<file path="config.mk">
export PLATFORM = sky130hd
export DESIGN_NAME = vaddr_gen
export DESIGN_NICKNAME = d
export VERILOG_FILES = /design/src/rtl/vaddr_gen.sv
export SDC_FILE = /design/constraint.sdc
export NUM_CORES = 1
export LEC_CHECK = 0
export BUFFER_PORTS_ARGS = -buffer_cell sky130_fd_sc_hd__buf_4
export CAP_MARGIN = 20
export CORE_ASPECT_RATIO = 0.7
export CORE_MARGIN = 4
export CORE_UTILIZATION = 45
export DETAILED_ROUTE_END_ITERATION = 16
export PLACE_DENSITY = 0.76
export SETUP_SLACK_MARGIN = 0.2
export SLEW_MARGIN = 40
export SYNTH_ARGS = -nofsm -noshare
export SYNTH_HDL_FRONTEND = slang
export SYNTH_SLANG_ARGS = --single-unit
</file>
<file path="constraint.sdc">
create_clock -name clk -period 7.4 [get_ports clk]
set_clock_uncertainty 0.1 [all_clocks]
set_input_delay 1.11 -clock clk [delete_from_list [all_inputs] [get_ports clk]]
set_output_delay 1.11 -clock clk [all_outputs]
set_load 0.02 [all_outputs]
</file>
<file path="src/rtl/vaddr_gen.sv">
`default_nettype none
//==============================================================================
// Module   : vaddr_gen
// Purpose  : Vector address generator. Accepts one vector access request
//            (base, signed element stride, element count) and issues the
//            per-element addresses as registered beats of PORTS addresses,
//            with per-lane valid masks and a valid/ready output handshake.
// Ports    : clk, rst          - clock, synchronous active-high reset
//            req_valid/ready   - request handshake
//            req_base          - address of element 0
//            req_stride        - signed element stride (address units)
//            req_count         - element count, clamped to LANES
//            out_valid/ready   - beat handshake towards the memory banks
//            out_addr          - PORTS lane addresses
//            out_mask          - per-lane valid bits
//            out_first         - beat carries element 0
//            out_last          - final beat of the request
//            busy              - request in progress
// Revision : 1.0 - initial release
//==============================================================================
module vaddr_gen #(
    parameter int ADDR_W   = 16,
    parameter int LANES    = 16,
    parameter int PORTS    = 4,
    parameter int STRIDE_W = 8,
    parameter int CNT_W    = $clog2(LANES + 1)
) (
    input  logic                clk,
    input  logic                rst,
    input  logic                req_valid,
    output logic                req_ready,
    input  logic [ADDR_W-1:0]   req_base,
    input  logic [STRIDE_W-1:0] req_stride,
    input  logic [CNT_W-1:0]    req_count,
    output logic                out_valid,
    input  logic                out_ready,
    output logic [ADDR_W-1:0]   out_addr [PORTS-1:0],
    output logic [PORTS-1:0]    out_mask,
    output logic                out_first,
    output logic                out_last,
    output logic                busy
);

    typedef enum logic [0:0] {
        S_IDLE  = 1'b0,
        S_ISSUE = 1'b1
    } state_t;

    localparam logic [ADDR_W-1:0] c_step      = ADDR_W'(PORTS);
    localparam logic [CNT_W-1:0]  c_ports_cnt = CNT_W'(PORTS);
    localparam logic [CNT_W-1:0]  c_lanes_cnt = CNT_W'(LANES);

    state_t              r_state;
    logic [ADDR_W-1:0]   r_cur_addr;
    logic [ADDR_W-1:0]   r_stride;
    logic [CNT_W-1:0]    r_remaining;
    logic [CNT_W-1:0]    r_elem_idx;
    logic                r_req_ready;
    logic                r_out_valid;
    logic                r_busy;

    logic [CNT_W-1:0]    w_count_clamped;
    logic [ADDR_W-1:0]   w_stride_sext;
    logic                w_last_beat;
    logic                w_issue;

    assign w_count_clamped = (req_count > c_lanes_cnt) ? c_lanes_cnt : req_count;
    // Signed cast makes the size cast sign-extend the stride.
    assign w_stride_sext   = ADDR_W'($signed(req_stride));
    assign w_last_beat     = (r_remaining <= c_ports_cnt);
    assign w_issue         = (r_state == S_ISSUE);

    // Lane addresses are derived from registered state only, so there is no
    // combinational path from the request inputs to the beat outputs.
    for (genvar p = 0; p < PORTS; p++) begin : g_lane
        localparam logic [ADDR_W-1:0] c_lane_off = ADDR_W'(p);
        localparam logic [CNT_W-1:0]  c_lane_cnt = CNT_W'(p);
        assign out_addr[p] = r_cur_addr + (c_lane_off * r_stride);
        assign out_mask[p] = w_issue && (c_lane_cnt < r_remaining);
    end

    // first/last are qualified by the state so both read 0 while idle.
    assign out_first = w_issue && (r_elem_idx == '0);
    assign out_last  = w_issue && w_last_beat;

    assign req_ready = r_req_ready;
    assign out_valid = r_out_valid;
    assign busy      = r_busy;

    always_ff @(posedge clk) begin
        if (rst) begin
            r_state     <= S_IDLE;
            r_cur_addr  <= '0;
            r_stride    <= '0;
            r_remaining <= '0;
            r_elem_idx  <= '0;
            r_req_ready <= 1'b1;
            r_out_valid <= 1'b0;
            r_busy      <= 1'b0;
        end else begin
            case (r_state)
                S_IDLE: begin
                    if (req_valid) begin
                        r_cur_addr  <= req_base;
                        r_stride    <= w_stride_sext;
                        r_remaining <= w_count_clamped;
                        r_elem_idx  <= '0;
                        // A zero-length request is consumed without any beat.
                        if (w_count_clamped != '0) begin
                            r_state     <= S_ISSUE;
                            r_req_ready <= 1'b0;
                            r_out_valid <= 1'b1;
                            r_busy      <= 1'b1;
                        end
                    end
                end
                S_ISSUE: begin
                    if (out_ready) begin
                        r_cur_addr <= r_cur_addr + (c_step * r_stride);
                        r_elem_idx <= r_elem_idx + c_ports_cnt;
                        if (w_last_beat) begin
                            r_remaining <= '0;
                            r_state     <= S_IDLE;
                            r_req_ready <= 1'b1;
                            r_out_valid <= 1'b0;
                            r_busy      <= 1'b0;
                        end else begin
                            r_remaining <= r_remaining - c_ports_cnt;
                        end
                    end
                end
                default: begin
                    r_state     <= S_IDLE;
                    r_req_ready <= 1'b1;
                    r_out_valid <= 1'b0;
                    r_busy      <= 1'b0;
                end
            endcase
        end
    end

endmodule
`default_nettype wire

</file>
* Yosys cells after proc, flatten, opt, wreduce, memory -nomap -nowiden *
Index checks and enable logic that the tools add are counted.

word-level totals
  logic and storage cells = 62
  output and inout bits = 73
  register bits = 37
  input bits = 33

cells by class
  equal/unequal tests = 4
  reductions and logical operators = 11
  magnitude comparators = 6
  multipliers = 1
  $add $sub $neg = 6
  bitwise logic cells = 1
  multiplexer cells = 26

operators with widths
  cell                  number
  $add 16x16->16        4
  $mux 16               2
  $pmux 16 s2           1
  $mux 5                6
  $pmux 5 s2            2
  $mux 1                12
  $mul 3x8->11 const A  1
  $lt 1x5->1 const A    2
  $lt 2x5->1 const A    2
  $logic_and 1x1->1     6
  $ne 2x2->1 const B    3
  $pmux 1 s2            3
  $add 5x3->5 const B   1
  $gt 5x5->1 const B    1
  $le 5x3->1 const B    1
  $logic_not 5->1       1
  $reduce_bool 5->1     1
  $sub 5x3->5 const B   1
  $reduce_and 2->1      2
  $reduce_and 4->1      1
  $ne 2x1->1 const B    1
  $not 1->1             1

* Logic depth before layout (Yosys ltp) *
Gate-level depths: netlist (run 1).

  word-level depth = 6
  depth in mapped cells = 16

* Least setup slack after synthesis (run 1) *
No wires, ideal clock.

  path type = register to output
  start point = reg r_stride[1]
  end point = out out_addr[63] (netlist bit)
  cell stages (with the launch flop) = 17
  required time = 6190 ps
  buffers on the path = 0
  arrival time = 3391 ps
  slack = 2799 ps
  cell sequence = dfxtp_1 ha_1 ha_1 inv_1 fa_1 nor2b_1 o31a_1 o21a_1 o21a_1 xor2_1 ha_1 nand4_1 a21oi_1 o41ai_2 a21oi_1 o22ai_1 xnor2_1

RTL lines
  element                 line  RTL
  start, declared         55    logic [ADDR_W-1:0] r_stride;
  start signal, assigned  105   r_stride <= w_stride_sext;
  end, declared           37    output logic [ADDR_W-1:0] out_addr [PORTS-1:0],

==> results.py, run 1 <==
metrics = {
    "setup_path": {
        "worstPathRequired_ns": 6.19,
        "path_cells": "ha_1 -> ha_1 -> inv_1 -> fa_1 -> nor2b_1 -> o31a_1 -> o21a_1 -> o21a_1 -> xor2_1 -> ha_1 -> a21o_1 -> a211o_1 -> o22ai_1 -> xnor2_1 -> buf_4",
        "cp_slowest_stage_delay_ns": 0.54,
        "worstSetupStartpointType": "register",
        "r2r_end": "req_ready$_SDFFE_PP1P_",
        "crit_arrival_ns": 4.09,
        "slowest_stage": "xor2_1",
        "critPathTopFamily": "adder cells",
        "worst-path-max-fanout": 7,
        "cp.buffers_inverters": 2,
        "worst-r2r-setup-slack_ns": 4.57,
        "crit_top_cell": "ha_1",
        "critPathKind": "reg2out",
        "r2r_start": "r_state$_SDFF_PP0_",
        "worstRegToRegCells": 5,
        "end_kind": "primary output",
    },
    "cells_and_area": {
        "fill_cells": 870,
        "diodes": 0,
        "area_delta_synth_final_pct": 22.5,
        "layout-drive-gt1-share": 0.191,
        "nets": 749,
    },
    "yosys": {
        "netlist_instances": 559,
        "syn_area_sq_um": 4330,
        "synth-seq-area-share": 0.162,
        "postSynthAreaPerCell_sq_um": 7.74,
        "synth_edf_count": 0,
        "ys_types": 60,
        "synth_ff_type": "dfxtp_1",
        "yosys_warnings": 0,
        "ys_seq_elements": 35,
        "syn_nets": 659,
        "async_reset_ff_frac": 0,
    },
    "power": {
        "power_density_nw_per_um2": 181,
        "p_leak_nw": 2.58,
        "peakVddDrop_v": 0.000144,
    },
    "placed_design": {
        "hpwl_um": 10400,
        "gp_congestion": 0.933,
        "io_buffers": 105,
        "place_ws_ns": 2.45,
    },
    "hold_path": {
        "min_from": "busy$_SDFFE_PP0P_",
        "hold_class": "reg2reg",
        "min_delay_path_depth": 2,
        "min_to": "busy$_SDFFE_PP0P_",
    },
    "drt": {
        "post_drt_wl_per_cell_um": 16.7,
        "topRoutingLayerUsed": "met4",
        "via_count": 4516,
        "drtPass1Iterations": 5,
        "dr_wl_met2_um": 5550,
        "viasPerCell": 5.83,
        "drc": 0,
        "ant_nets": 0,
        "wl_met1_um": 6210,
        "routed_wl_um": 12900,
        "met3_length_um": 1060,
        "drt_iter0_drc": 281,
    },
    "clock_network": {
        "cts.sinks": 35,
        "insertion_delay_ns": 0.27,
        "cts.repair.resized": 0,
        "root_buffer": "clkbuf_16",
        "hold_buffers": 0,
        "h-tree-depth": 2,
        "cts_setup_buffers": 0,
        "clk_pin_slew_worst_paths_ns": 0.05,
        "cts_tree": "built",
        "cts_inserted_buffers": 5,
        "clock_path_buffers": 2,
    },
    "global_route": {
        "track_usage": 0.219,
        "grt_max_degree": 38,
        "first_global_vias": 4363,
        "grt_pass1_wl_um": 21100,
        "antenna_found_initial": 0,
        "grt-ovfl-total": 0,
    },
    "sta": {
        "rsz0062_at_grt": "false",
        "slew_headroom": 0.463,
        "report.final.slew_viol_count": 0,
        "fin_ws_ns": 2.10,
        "tns_ns": 0,
        "fmax_mhz": 189,
        "hold_viol_final": 0,
        "worst_pin_slew_ns": 0.805,
        "finalCritPeriodShare": 0.716,
        "finalSetupViolations": 0,
        "fin_crit_ns": 5.30,
    },
    "die": {
        "boundaryPins": 106,
        "core_area_sq_um": 9220,
        "die_h_um": 90.1,
        "core.rowCount": 29,
        "die_x_um": 125,
        "start_util": 0.470,
        "die-area_sq_um": 11300,
    },
    "run_status": {
        "status": "completed",
    },
    "job": {
        "timing.max_cap.violations": 0,
    },
}
==> metrics by stage <==
step                instance area (sq um)  instances  utilization  hold slack, ns  total power [mW]
global placement                     5170        766        0.561           0.389             0.750
global route                         5300        774        0.575           0.441              1.02
floorplan                            4330        559            -           0.389             0.578
detailed placement                   5170        766        0.561           0.398             0.761
finish                               5300        774        0.575           0.407             0.960
CTS                                  5300        774        0.575           0.412             0.960
==> layout make-up <==
class	instances	area, sq um	area share
clock inverters	1	5.00	0.000944
multi-input cells	476	3420	0.645
repair buffers	106	796	0.150
inverters	25	93.8	0.0177
flip-flops and latches	35	701	0.132
well taps	124	155	0.0293
clock buffers	7	133	0.0250
==> cell usage after synthesis, drive strengths merged, types with 3 or more instances <==
cell    number  area, sq um
buf         12         72.6
mux2i       10          100
inv         25         93.8
a22oi        6         45.0
nor2        47          176
a211oi       8         60.1
a21boi       8         60.1
xor2        17          149
a31oi        8         71.3
o311ai       3         26.3
or3          3         18.8
and3         4         25.0
a21oi       50          258
o21bai       6         48.8
o22ai        4         25.0
fa           5          100
and2         7         43.8
nand2b       7         43.8
ha          62          776
xnor2       31          279
o21a        12         90.1
o211ai       4         30.0
o21ai       38          190
nand3       10         50.1
nor2b        8         57.6
clkbuf      11         41.3
o31a         5         43.8
o31ai        3         22.5
or4          4         30.0
nand4        3         18.8
nand2       59          221
nor3        11         55.1
a21o        11         82.6
dfxtp       35          701
o41ai        4         50.1
a221oi       3         26.3
==> logic make-up (layout without fill, tap and decap cells) <==
kind of cell | count (synthesis) | count (layout) | synth area share
flops | 35 | 35 | 0.162
buf+inv | 48 | 139 | 0.0480
compound gates | 181 | 181 | 0.279
fa+ha+maj | 67 | 67 | 0.202
simple gates | 170 | 170 | 0.187
mux | 10 | 10 | 0.0231
xor+xnor | 48 | 48 | 0.0988
==> flip-flops by register name, summed over array words and instances, names as in the netlist <==
register     flops
r_stride         8
r_elem_idx       3
req_ready        1
r_remaining      5
busy             1
r_state          1
r_cur_addr      16
==> layout by cell type (no fill, tap or decap), drive strengths merged, types with 5 or more instances in the layout <==
cell type and instances:
xnor2 31, o31a 5, nor3 11, ha 62
o21ai 38, a21o 11, inv 25, a211oi 8
clkbuf 7, xor2 17, nand3 10, nor2 47
and2 7, nand2 59, o21a 12, fa 5
a21oi 50, buf 106, nand2b 7, nor2b 8
a21boi 8, mux2i 10, a22oi 6, dfxtp 35
a31oi 8, o21bai 6
==> report_power, final <==
part | internal, mW | total [mW] | leakage [nW] | switching (mW)
Clock | 0.124 | 0.197 | 0.0679 | 0.0730
Combinational | 0.220 | 0.518 | 2.22 | 0.298
Sequential | 0.206 | 0.245 | 0.288 | 0.0385
==> worst reg2reg max path: cells and delay by family (launching register included) <==
kind	cells	cell delay, ns
AO/OA/AOI/OAI	2	0.28
flip-flops	1	0.84
AND/OR/NAND/NOR	3	1.52
==> worst max path at each step <==
stage	startpoint	endpoint	slack [ns]	cells past startpoint
2_1_floorplan	r_stride[1]$_SDFFE_PP0P_	out_addr[63]	2.80	16
4_1_cts	r_stride[1]$_SDFFE_PP0P_	out_addr[63]	2.13	15
6_report	r_stride[1]$_SDFFE_PP0P_	out_addr[63]	2.10	15
3_3_place_gp	r_stride[1]$_SDFFE_PP0P_	out_addr[63]	2.58	15
5_1_grt	r_stride[1]$_SDFFE_PP0P_	out_addr[63]	1.84	17
3_5_place_dp	r_stride[1]$_SDFFE_PP0P_	out_addr[63]	2.45	15
==> layer usage <==
layer / up-vias / GRT usage
met5: - / 0
met3: 14 / 0.0373
met4: 0 / 0.0307
met1: 2095 / 0.319
li1: 2208 / -
met2: 199 / 0.346
No activity file was read; power rests on OpenSTA's default activity.
==> run 2, diff against run 1 <==
--- a/config.mk
+++ b/config.mk
@@ -11,7 +11,7 @@
 export CORE_MARGIN = 4
 export CORE_UTILIZATION = 45
 export DETAILED_ROUTE_END_ITERATION = 16
-export PLACE_DENSITY = 0.76
+export PLACE_DENSITY = 0.79
 export SETUP_SLACK_MARGIN = 0.2
 export SLEW_MARGIN = 40
 export SYNTH_ARGS = -nofsm -noshare
==> constraint.sdc (replaced) <==
create_clock -name clk -period 4.7 [get_ports clk]
set_clock_uncertainty 0.1 [all_clocks]
set_input_delay 0.705 -clock clk [delete_from_list [all_inputs] [get_ports clk]]
set_output_delay 0.705 -clock clk [all_outputs]
set_load 0.02 [all_outputs]
==> run 2 against run 1 <==
Non-clock buffer count up 8. Die area unchanged. First-iteration DRC count up 46%. Hold slack better by 0.0032 ns. Combinational power up 62%. Final cell count up 1.0%. Via count up 2.4%. Sequential share of layout area down 0.21 points. Clock power up 61%.
==> results.py, run 2 (synthesis results as in run 1) <==
metrics = {
    "run_status": {
        "status": "completed",
    },
    "placed_design": {
        "io_buffers": 105,
        "place_ws_ns": 0.324,
        "gp_congestion": 0.948,
        "hpwl_um": 10500,
    },
    "setup_path": {
        "crit_arrival_ns": 3.61,
        "worstSetupStartpointType": "register",
        "crit_top_cell": "ha_1",
        "worst-path-max-fanout": 6,
        "end_kind": "primary output",
        "path_cells": "ha_1 -> ha_1 -> a21o_1 -> a21oi_2 -> o21ai_0 -> nor2_1 -> xnor2_1 -> ha_1 -> and2_1 -> o41ai_2 -> nand2_1 -> a31oi_1 -> xnor2_1 -> buf_4",
        "cp_slowest_stage_delay_ns": 0.37,
        "worstPathRequired_ns": 3.89,
        "critPathKind": "reg2out",
        "slowest_stage": "dfxtp_4",
    },
    "drt": {
        "drt_iter0_drc": 410,
        "routed_wl_um": 13300,
        "ant_nets": 0,
        "viasPerCell": 5.91,
        "post_drt_wl_per_cell_um": 17.0,
        "via_count": 4624,
        "drtPass1Iterations": 5,
        "drc": 0,
    },
    "cells_and_area": {
        "biggestRegsByFlops": "r_cur_addr (16), r_stride (8), r_remaining (5)",
        "final_common_cell": "buf_4",
        "area_delta_synth_final_pct": 26.7,
        "nets": 757,
        "seq_area_sq_um": 713,
        "diodes": 0,
        "top_register": "r_cur_addr",
        "utilization": 0.595,
        "layout_common_cells": "buf_4, nand2_1, ha_1",
        "multi_input_area_sq_um": 3530,
        "fill_cells": 835,
        "layout-drive-gt1-share": 0.233,
        "largest_register_ffs": 16,
    },
    "hold_path": {
        "hold_class": "reg2reg",
    },
    "clock_network": {
        "root_buffer": "clkbuf_16",
        "cts.sinks": 35,
        "clk_pin_slew_worst_paths_ns": 0.06,
        "insertion_delay_ns": 0.28,
        "h-tree-depth": 2,
        "cts_inserted_buffers": 5,
        "cts_tree": "built",
        "hold_buffers": 0,
        "clock_path_buffers": 2,
    },
    "sta": {
        "fin_crit_ns": 4.41,
        "hold_ws_ns": 0.411,
        "fmax_mhz": 227,
        "finalSetupViolations": 0,
        "finalCritPeriodShare": 0.939,
        "report.final.slew_viol_count": 0,
        "worst_pin_slew_ns": 0.793,
        "rsz0062_at_grt": "true",
        "hold_viol_final": 0,
        "tns_ns": 0,
        "fin_ws_ns": 0.286,
        "slew_headroom": 0.471,
    },
    "die": {
        "start_util": 0.470,
        "die_x_um": 125,
        "die_h_um": 90.1,
        "boundaryPins": 106,
        "core.rowCount": 29,
        "die-area_sq_um": 11300,
        "core_area_sq_um": 9220,
    },
    "global_route": {
        "grt_pass1_wl_um": 21200,
        "track_usage": 0.221,
        "grt-ovfl-total": 0,
        "grt_max_degree": 38,
        "first_global_vias": 4374,
        "antenna_found_initial": 0,
    },
    "power": {
        "peakVddDrop_v": 0.000186,
        "power_density_nw_per_um2": 281,
        "p_leak_nw": 2.64,
    },
    "job": {
        "timing.max_cap.violations": 0,
    },
}
[run 2: final timing paths]
check	startpoint	endpoint	slack, ns	cells past startpoint
min reg2reg	r_stride[0]$_SDFFE_PP0P_	r_stride[0]$_SDFFE_PP0P_	0.41	2
min	r_stride[0]$_SDFFE_PP0P_	r_stride[0]$_SDFFE_PP0P_	0.41	2
max reg2reg	r_state$_SDFF_PP0_	req_ready$_SDFFE_PP1P_	1.93	5
max	r_stride[2]$_SDFFE_PP0P_	out_addr[62]	0.29	14
[run 2: what timing repair did]
item	4_1_cts	5_1_grt
resized for setup	12	15
pin swaps	3	8
endpoints found under the setup margin	5	5
buffers inserted	2	3
[run 2: through the flow]
| stage | area, sq um | power [mW] | instances |
|---|---|---|---|
| floorplan | 4330 | 0.911 | 559 |
| global placement | 5190 | 1.18 | 769 |
| detailed placement | 5190 | 1.20 | 769 |
| CTS | 5380 | 1.53 | 779 |
| global route | 5480 | 1.63 | 782 |
| finish | 5480 | 1.54 | 782 |
[run 2: routing by layer]
metal | wire length, um | global-route usage | up-vias
met5 | 0 | 0 | -
met4 | 125 | 0.0469 | 0
met3 | 1030 | 0.0373 | 15
met2 | 5840 | 0.349 | 210
li1 | - | - | 2230
met1 | 6270 | 0.316 | 2169
[run 2: area by class of cell]
cell class,count,area share
clock buffer,7,0.0242
timing repair buffer,114,0.156
tap,124,0.0283
multi-input combinational,476,0.643
sequential,35,0.130
inverter,25,0.0171
clock inverter,1,0.000913
[run 2: critical path, delay by kind of cell, from the launching register on]
| kind | cells | cell delay (ns) |
|---|---|---|
| compound gates | 5 | 1.09 |
| xor+xnor | 2 | 0.29 |
| fa+ha+maj | 3 | 0.96 |
| buf+inv | 1 | 0.16 |
| flops | 1 | 0.37 |
| simple gates | 3 | 0.46 |
[run 2: report_power, final]
group          total, mW  leakage (nW)  internal [mW]  switching (mW)
logic              0.841          2.28          0.359           0.481
clock network      0.317        0.0679          0.196           0.121
registers          0.384         0.291          0.325          0.0588
total               1.54          2.64          0.880           0.661
